`config.mk`:
```
export PLATFORM = sky130hd
export DESIGN_NAME = prog_loader
export DESIGN_NICKNAME = d
export VERILOG_FILES = /design/src/rtl/prog_loader.sv
export SDC_FILE = /design/constraint.sdc
export NUM_CORES = 1
export LEC_CHECK = 0
export CORE_ASPECT_RATIO = 0.6
export CORE_MARGIN = 2
export CORE_UTILIZATION = 48
export DETAILED_ROUTE_END_ITERATION = 10
export PLACE_DENSITY = 0.75
export SYNTH_ARGS = -nofsm -noshare
export SYNTH_HDL_FRONTEND = slang
export SYNTH_SLANG_ARGS = --single-unit
```
`constraint.sdc`:
```
create_clock -name clk_i -period 2.5 [get_ports clk_i]
set_clock_uncertainty 0.2 [all_clocks]
set_input_delay 0.5 -clock clk_i [delete_from_list [all_inputs] [get_ports clk_i]]
set_output_delay 0.5 -clock clk_i [all_outputs]
set_load 0.1 [all_outputs]
```
`src/rtl/prog_loader.sv`:
```
// prog_loader: receives a framed byte stream, writes the payload into core
// program memory, then releases the core from reset.
//   clk_i, rst_i        clock, synchronous active-high reset
//   rx_data_i/valid_i   incoming byte stream; rx_ready_o = can accept
//   mem_we_o/addr/wdata byte-write port to program memory (1-cycle latency)
//   core_rstn_o         active-low core reset, released after a good load
//   done_o, err_o       load complete / framing, length or checksum error
// Optional: define PROG_LOADER_CSUM_EN to require a trailing mod-256 checksum.
module prog_loader #(
    parameter int MEM_BYTES = 1024,
    parameter int ADDR_W    = 10
) (
    input  logic              clk_i,
    input  logic              rst_i,
    input  logic [7:0]        rx_data_i,
    input  logic              rx_valid_i,
    output logic              rx_ready_o,
    output logic              mem_we_o,
    output logic [ADDR_W-1:0] mem_addr_o,
    output logic [7:0]        mem_wdata_o,
    output logic              core_rstn_o,
    output logic              done_o,
    output logic              err_o
);
    localparam logic [2:0] IDLE   = 3'd0;
    localparam logic [2:0] LEN_LO = 3'd1;
    localparam logic [2:0] LEN_HI = 3'd2;
    localparam logic [2:0] DATA   = 3'd3;
    localparam logic [2:0] CSUM   = 3'd4;
    localparam logic [2:0] DONE   = 3'd5;
    localparam logic [2:0] ERR    = 3'd6;
    localparam logic [7:0] SYNC   = 8'hA5;

    logic [2:0]        state;
    logic [15:0]       len;
    logic [ADDR_W-1:0] cnt;
    logic              acc;
    logic [15:0]       n;
    logic              bad_len;
    logic              last;
`ifdef PROG_LOADER_CSUM_EN
    logic [7:0]        sum;
`endif

    assign rx_ready_o = state != DONE;
    assign done_o     = state == DONE;
    assign err_o      = state == ERR;
    assign acc        = rx_valid_i && rx_ready_o;
    assign n          = {rx_data_i, len[7:0]};
    assign bad_len    = n == 16'd0 || 32'(n) > MEM_BYTES;
    assign last       = 32'(cnt) == 32'(len) - 32'd1;

    always_ff @(posedge clk_i) begin
        if (rst_i) begin
            state       <= IDLE;
            len         <= '0;
            cnt         <= '0;
            mem_we_o    <= 1'b0;
            mem_addr_o  <= '0;
            mem_wdata_o <= '0;
            core_rstn_o <= 1'b0;
`ifdef PROG_LOADER_CSUM_EN
            sum         <= '0;
`endif
        end else begin
            mem_we_o    <= acc && state == DATA;
            // registered from the state so release trails DONE entry by a cycle
            core_rstn_o <= state == DONE;
            if (acc) begin
                case (state)
                    IDLE, ERR: if (rx_data_i == SYNC) state <= LEN_LO;
                    LEN_LO: begin
                        len[7:0] <= rx_data_i;
                        state    <= LEN_HI;
                    end
                    LEN_HI: begin
                        len[15:8] <= rx_data_i;
                        cnt       <= '0;
`ifdef PROG_LOADER_CSUM_EN
                        sum       <= '0;
`endif
                        state     <= bad_len ? ERR : DATA;
                    end
                    DATA: begin
                        mem_addr_o  <= cnt;
                        mem_wdata_o <= rx_data_i;
                        cnt         <= cnt + 1'b1;
`ifdef PROG_LOADER_CSUM_EN
                        sum         <= sum + rx_data_i;
                        if (last) state <= CSUM;
`else
                        if (last) state <= DONE;
`endif
                    end
`ifdef PROG_LOADER_CSUM_EN
                    CSUM: state <= rx_data_i == sum ? DONE : ERR;
`endif
                    default: ;
                endcase
            end
        end
    end
endmodule

```
==> results.ini, run 1 <==
[outcome]
status=completed

[power_and_ir_drop]
leakage_nw=1.15
p_total_mw=1.43
irDropWorstVdd_mv=0.344
powerDensity_mw_per_mm2=479

[clocking]
cts_max_level=2
clkTransAtPathRegs_ps=90
cts_tree=done
clk_path_buf_depth=2
numCtsBuffers=5
cts_setup_buffers=0
cts_sinks=49
insertion_delay_ps=300
clockRootBuffer=clkbuf_8

[worst_setup_path]
worstPathMaxFanout=5
endpoint=state[1]$_SDFFE_PP0P_
worstPathCellList=or4_4 -> or4_1 -> a31oi_1 -> o22ai_1 -> and4b_2 -> a211oi_2
setup.worst_path.start=len[0]$_SDFFE_PP0P_
path_buf_inv=0
r2r_end=state[1]$_SDFFE_PP0P_
slowest_delay_ps=580
path_class=reg -> reg
slowest_stage=or4_4
rr_startpoint=len[0]$_SDFFE_PP0P_
cp_top_family=simple AND/OR/NAND/NOR gates
cp.depth=6
crit_arrival_ps=2420
start_kind=flip-flop
r2r_slack_ps=60
critPathCaptureType=flip-flop
cp_data_required_time_ps=2480
r2r_cells=6

[sta]
tightest_slew_ps=551
slew_viol_final=0
finalHoldViolations=0
post-route-period-util=0.974
relSlewSlack=0.629
setup_viol=0
fmax_ghz=0.411
tns_ps=0
rsz0062_at_grt=false
fin_crit_ps=2440

[route]
wl_per_cell_um=14.3
firstDrtPassIters=5
dr.first_iter.drc_count=126
via_per_inst=5.36
routed-via-count=2225
wirelength_um=5950
antenna_left=0
drcViolationCount=0

[floorplan]
die_w_um=93.8
ios=34
core_mm2=0.00461
initial_utilization=0.504
fp.dieArea_mm2=0.00543
fp.dieH_um=57.9
placementRows=19

[synthesis]
ys.flop_type=dfxtp_1
synth_top_area_share=0.422
ys_ff_latch=49
synth_fp_nets=314
mappedNetlistArea_mm2=0.00232
yosysWarnings=0
async_flop_share=0
synth_edf_count=0
synth_top_cell_by_area=dfxtp_1
syn_avg_cell_area_um2=7.75
ys_top_cells_by_area=dfxtp_1 42%, nand2_1 13%, a21oi_1 8.6%
yosysSeqAreaShare=0.422
yosysUniqueCellTypes=44
synthCells=300

[layout]
nets=365
instances_no_fill=415
fillers=417
final_util=0.646
drive_gt1_frac=0.193
antennaDiodeCount=0
syn_to_final_growth_pct=28.1

[placement]
io_buffers=33
gp_congestion=0.926
post-place-cells=407
dp_hpwl_um=4530

[min_path]
hold_path.class=reg -> reg
hold_depth=2

[flow_run]
cap_violations=0

[grt]
grt_overflow=0
antenna_found_initial=0
grt_use_total=0.235
grt_pass1_wl_um=9960
grt_max_degree=23
grt_pass1_vias=2136

-- stage by stage --
stage | cell area [µm²] | setup WS, ps | hold WS (ps)
2_1_floorplan | 2330 | 96.6 | 231
3_3_place_gp | 2850 | 10.3 | 242
3_5_place_dp | 2850 | -17.7 | 247
4_1_cts | 2970 | 74.2 | 258
5_1_grt | 2980 | 3.20 | 278
6_report | 2980 | 64.1 | 256
-- repair_timing --
action / CTS / global route
endpoints found under the setup margin: 0 / 2
endpoints found under the hold margin: 0 / 0
hold buffers: 0 / 0
resized for setup: 0 / 4
-- power breakdown --
group / switching (mW) / leakage [nW] / internal (mW) / total, mW
Sequential: 0.000470 / 0.394 / 0.780 / 0.780
Clock: 0.258 / 0.0585 / 0.326 / 0.584
Combinational: 0.0327 / 0.701 / 0.0289 / 0.0616
Total: 0.291 / 1.15 / 1.13 / 1.43
-- routing by layer --
layer | track usage | routed length, µm
met1 | 0.343 | 3110
met4 | 0.0704 | 58
met2 | 0.346 | 2500
met3 | 0.0585 | 290
met5 | 0 | 0
-- cell type report --
class                           count  area [µm²]  share of cell area
Clock inverter                      1        30.0              0.0101
Tap cell                           63        78.8              0.0265
Sequential cell                    49         981               0.329
Clock buffer                        7        86.3              0.0290
Timing Repair Buffer               59         505               0.170
Inverter                            6        26.3             0.00882
Multi-Input combinational cell    230        1270               0.427
-- synthesized netlist by cell type (all sizes together) (6+ instances only) --
cell type  count
a21oi         40
nor2          17
nand3          6
and3           6
nor3           9
nand2         82
inv            6
clkbuf        13
xnor2          8
dfxtp         49
xor2          13
-- tightest hold or removal path, stage by stage (launching register included) --
cell,delay (ps)
dfxtp_1,310
nand2_1,50
a21oi_1,50
-- worst min path at each step --
stage / start / to
2_1_floorplan: len[15]$_SDFFE_PP0P_ / len[15]$_SDFFE_PP0P_
3_3_place_gp: len[14]$_SDFFE_PP0P_ / len[14]$_SDFFE_PP0P_
3_5_place_dp: mem_addr_o[1]$_SDFFE_PP0P_ / mem_addr_o[1]$_SDFFE_PP0P_
4_1_cts: mem_addr_o[1]$_SDFFE_PP0P_ / mem_addr_o[1]$_SDFFE_PP0P_
5_1_grt: mem_addr_o[1]$_SDFFE_PP0P_ / mem_addr_o[1]$_SDFFE_PP0P_
6_report: len[12]$_SDFFE_PP0P_ / len[12]$_SDFFE_PP0P_
-- flip-flops by register name (all words and copies together), names as in the netlist --
signal / count
len: 16
mem_addr_o: 10
mem_we_o: 1
core_rstn_o: 1
state: 3
cnt: 10
mem_wdata_o: 8
-- cell families after synthesis --
kind of cell               count (synthesis)  share of synthesized area
AOI/OAI and AO/OA                         56                      0.135
xor gates and xnor gates                  21                     0.0791
adders and majority gates                  4                     0.0205
buffers and inverters                     21                     0.0404
DFF                                       49                      0.422
muxes                                      2                    0.00915
and+or+nand+nor                          147                      0.294
-- layout by cell type, fill, tap and decap left out, types with 3 or more instances in the layout --
master / count
or4_1: 3
nor4_1: 4
inv_1: 3
nand3_1: 6
nor2_1: 17
clkbuf_8: 6
nor3_1: 8
buf_4: 46
xnor2_1: 8
buf_12: 3
xor2_1: 13
clkdlybuf4s50_1: 10
dfxtp_1: 49
or3_1: 3
nor4b_1: 3
and3_1: 6
nand2_1: 82
a21oi_1: 40
(Power assumes the default switching activity.)
==> run 2, diff against run 1 <==
--- a/config.mk
+++ b/config.mk
@@ -9,7 +9,7 @@
 export CORE_MARGIN = 2
 export CORE_UTILIZATION = 48
 export DETAILED_ROUTE_END_ITERATION = 10
-export PLACE_DENSITY = 0.75
+export PLACE_DENSITY_LB_ADDON = 0.12
 export SYNTH_ARGS = -nofsm -noshare
 export SYNTH_HDL_FRONTEND = slang
 export SYNTH_SLANG_ARGS = --single-unit
==> run 2 against run 1 <==
Setup slack gained 62 ps. Critical path type unchanged. Register-to-register slack improved by 60 ps. Sequential cell count did not move. Sequential share of layout area grew 0.34 points.
==> results.ini, run 2 (synthesized netlist as in run 1, its figures left out) <==
[outcome]
status=completed

[placement]
gp_congestion=0.899  ; -2.9%
dp_slack_ps=-14.4  ; +3.32 ps
dp_hpwl_um=4610  ; +1.8%
post-place-cells=407  ; unchanged
io_buffers=33  ; unchanged

[layout]
largest_reg_flops=16  ; unchanged
top_register=len
fillers=415  ; -0.48%
reg_top3=len: 16 flops, cnt: 10 flops, mem_addr_o: 10 flops
nets=366  ; +0.27%
final_cell_mix=82 x nand2_1, 48 x dfxtp_1, 47 x buf_4, 40 x a21oi_1, 17 x nor2_1
syn_to_final_growth_pct=27.0
layout_commonest_cell=nand2_1
instances_no_fill=416  ; +0.24%
antennaDiodeCount=0  ; unchanged
drive_gt1_frac=0.195  ; +0.00229

[floorplan]
initial_utilization=0.504  ; unchanged
core_mm2=0.00461  ; unchanged
die_w_um=93.8  ; unchanged
fp.dieArea_mm2=0.00543  ; unchanged
placementRows=19  ; unchanged
fp.dieH_um=57.9  ; unchanged
ios=34  ; unchanged

[clocking]
numCtsBuffers=5  ; unchanged
insertion_delay_ps=310  ; about the same
clk_path_buf_depth=2  ; unchanged
cts_max_level=2  ; unchanged
cts_sinks=49  ; unchanged
cts_tree=done
clockRootBuffer=clkbuf_8
clkTransAtPathRegs_ps=90  ; about the same

[grt]
grt_use_total=0.242  ; +0.00637
antenna_found_initial=0  ; unchanged
grt_pass1_wl_um=10100  ; +1.9%
grt_overflow=0  ; unchanged
grt_pass1_vias=2010  ; -5.9%
grt_max_degree=26  ; +13%

[sta]
slew_viol_final=0  ; unchanged
fmax_ghz=0.421  ; +2.6%
relSlewSlack=0.721  ; +0.0911
timing.final.ws_setup_ps=126  ; +62.1 ps
timing.hold.ws_ps=254  ; -2.45 ps
setup_viol=0  ; unchanged
fin_crit_ps=2370  ; -62.1 ps
tightest_slew_ps=418  ; -133 ps
post-route-period-util=0.949  ; -0.0249
finalHoldViolations=0  ; unchanged
rsz0062_at_grt=false

[route]
routed-via-count=2233  ; +0.36%
drcViolationCount=0  ; unchanged
dr.first_iter.drc_count=141  ; +12%
antenna_left=0  ; unchanged
wl_per_cell_um=14.2  ; -1.3%
wirelength_um=5890  ; -1.1%
firstDrtPassIters=4  ; -1
via_per_inst=5.37  ; +0.12%

[worst_setup_path]
cp_data_required_time_ps=2530  ; +50 ps
setup.worst_path.start=len[1]$_SDFFE_PP0P_
worstPathMaxFanout=5  ; unchanged
crit_arrival_ps=2410  ; about the same
start_kind=flip-flop
path_class=reg -> reg
critPathCaptureType=flip-flop
rr_startpoint=len[1]$_SDFFE_PP0P_

[power_and_ir_drop]
powerDensity_mw_per_mm2=444  ; -7.3%
irDropWorstVdd_mv=0.253  ; -26%
p_total_mw=1.31  ; -8.1%
leakage_nw=1.15  ; -0.20%

[flow_run]
cap_violations=0  ; unchanged

[min_path]
hold_path.class=reg -> reg
hp-start=len[12]$_SDFFE_PP0P_

==> run 2: worst max-delay path: stages, from the launching register on <==
cell	delay (ps)
dfxtp_2	340
or4_4	540
buf_4	180
or3_1	330
a21oi_1	150
o21ai_1	80
and4b_2	250
a211oi_1	220
==> run 2: worst paths after layout <==
kind	endpoint	slack, ps	depth (start not counted)
hold / removal	len[12]$_SDFFE_PP0P_	250	2
setup / recovery	state[1]$_SDFFE_PP0P_	130	7
setup reg to reg	state[1]$_SDFFE_PP0P_	130	7
hold reg to reg	len[12]$_SDFFE_PP0P_	250	2
==> run 2: area by class of cell <==
class | instances | area, µm² | area share
Inverter | 6 | 26.3 | 0.00890
Timing Repair Buffer | 60 | 513 | 0.174
Sequential cell | 49 | 982 | 0.333
Tap cell | 63 | 78.8 | 0.0267
Clock buffer | 5 | 68.8 | 0.0233
Multi-Input combinational cell | 230 | 1270 | 0.429
Clock inverter | 3 | 17.5 | 0.00593
==> run 2: timing repair <==
item / 4_1_cts / 5_1_grt
hold buffers: 0 / 0
setup endpoints to repair: 0 / 2
gates resized for setup: 0 / 3
setup buffers: 0 / 1
==> run 2: power breakdown <==
part | switching, mW | internal (mW) | leakage (nW)
Sequential | 0.000313 | 0.780 | 0.395
Clock | 0.277 | 0.194 | 0.0439
Combinational | 0.0318 | 0.0284 | 0.713
==> run 2: per-stage QoR <==
step	setup TNS (ps)	utilization	instance area (µm²)
after floorplan	0	-	2330
after global placement	0	0.618	2850
after detailed placement	-14.4	0.618	2850
after CTS	0	0.637	2940
after global routing	0	0.640	2950
final	0	0.640	2950
==> run 2: layer usage <==
metal / global-route usage / vias to the layer above / part of all wire
met3: 0.0572 / 9 / 0.065
li1: - / 1126 / -
met2: 0.344 / 60 / 0.41
met5: 0 / - / 0
met1: 0.363 / 1038 / 0.52
met4: 0.0725 / 0 / 0.013
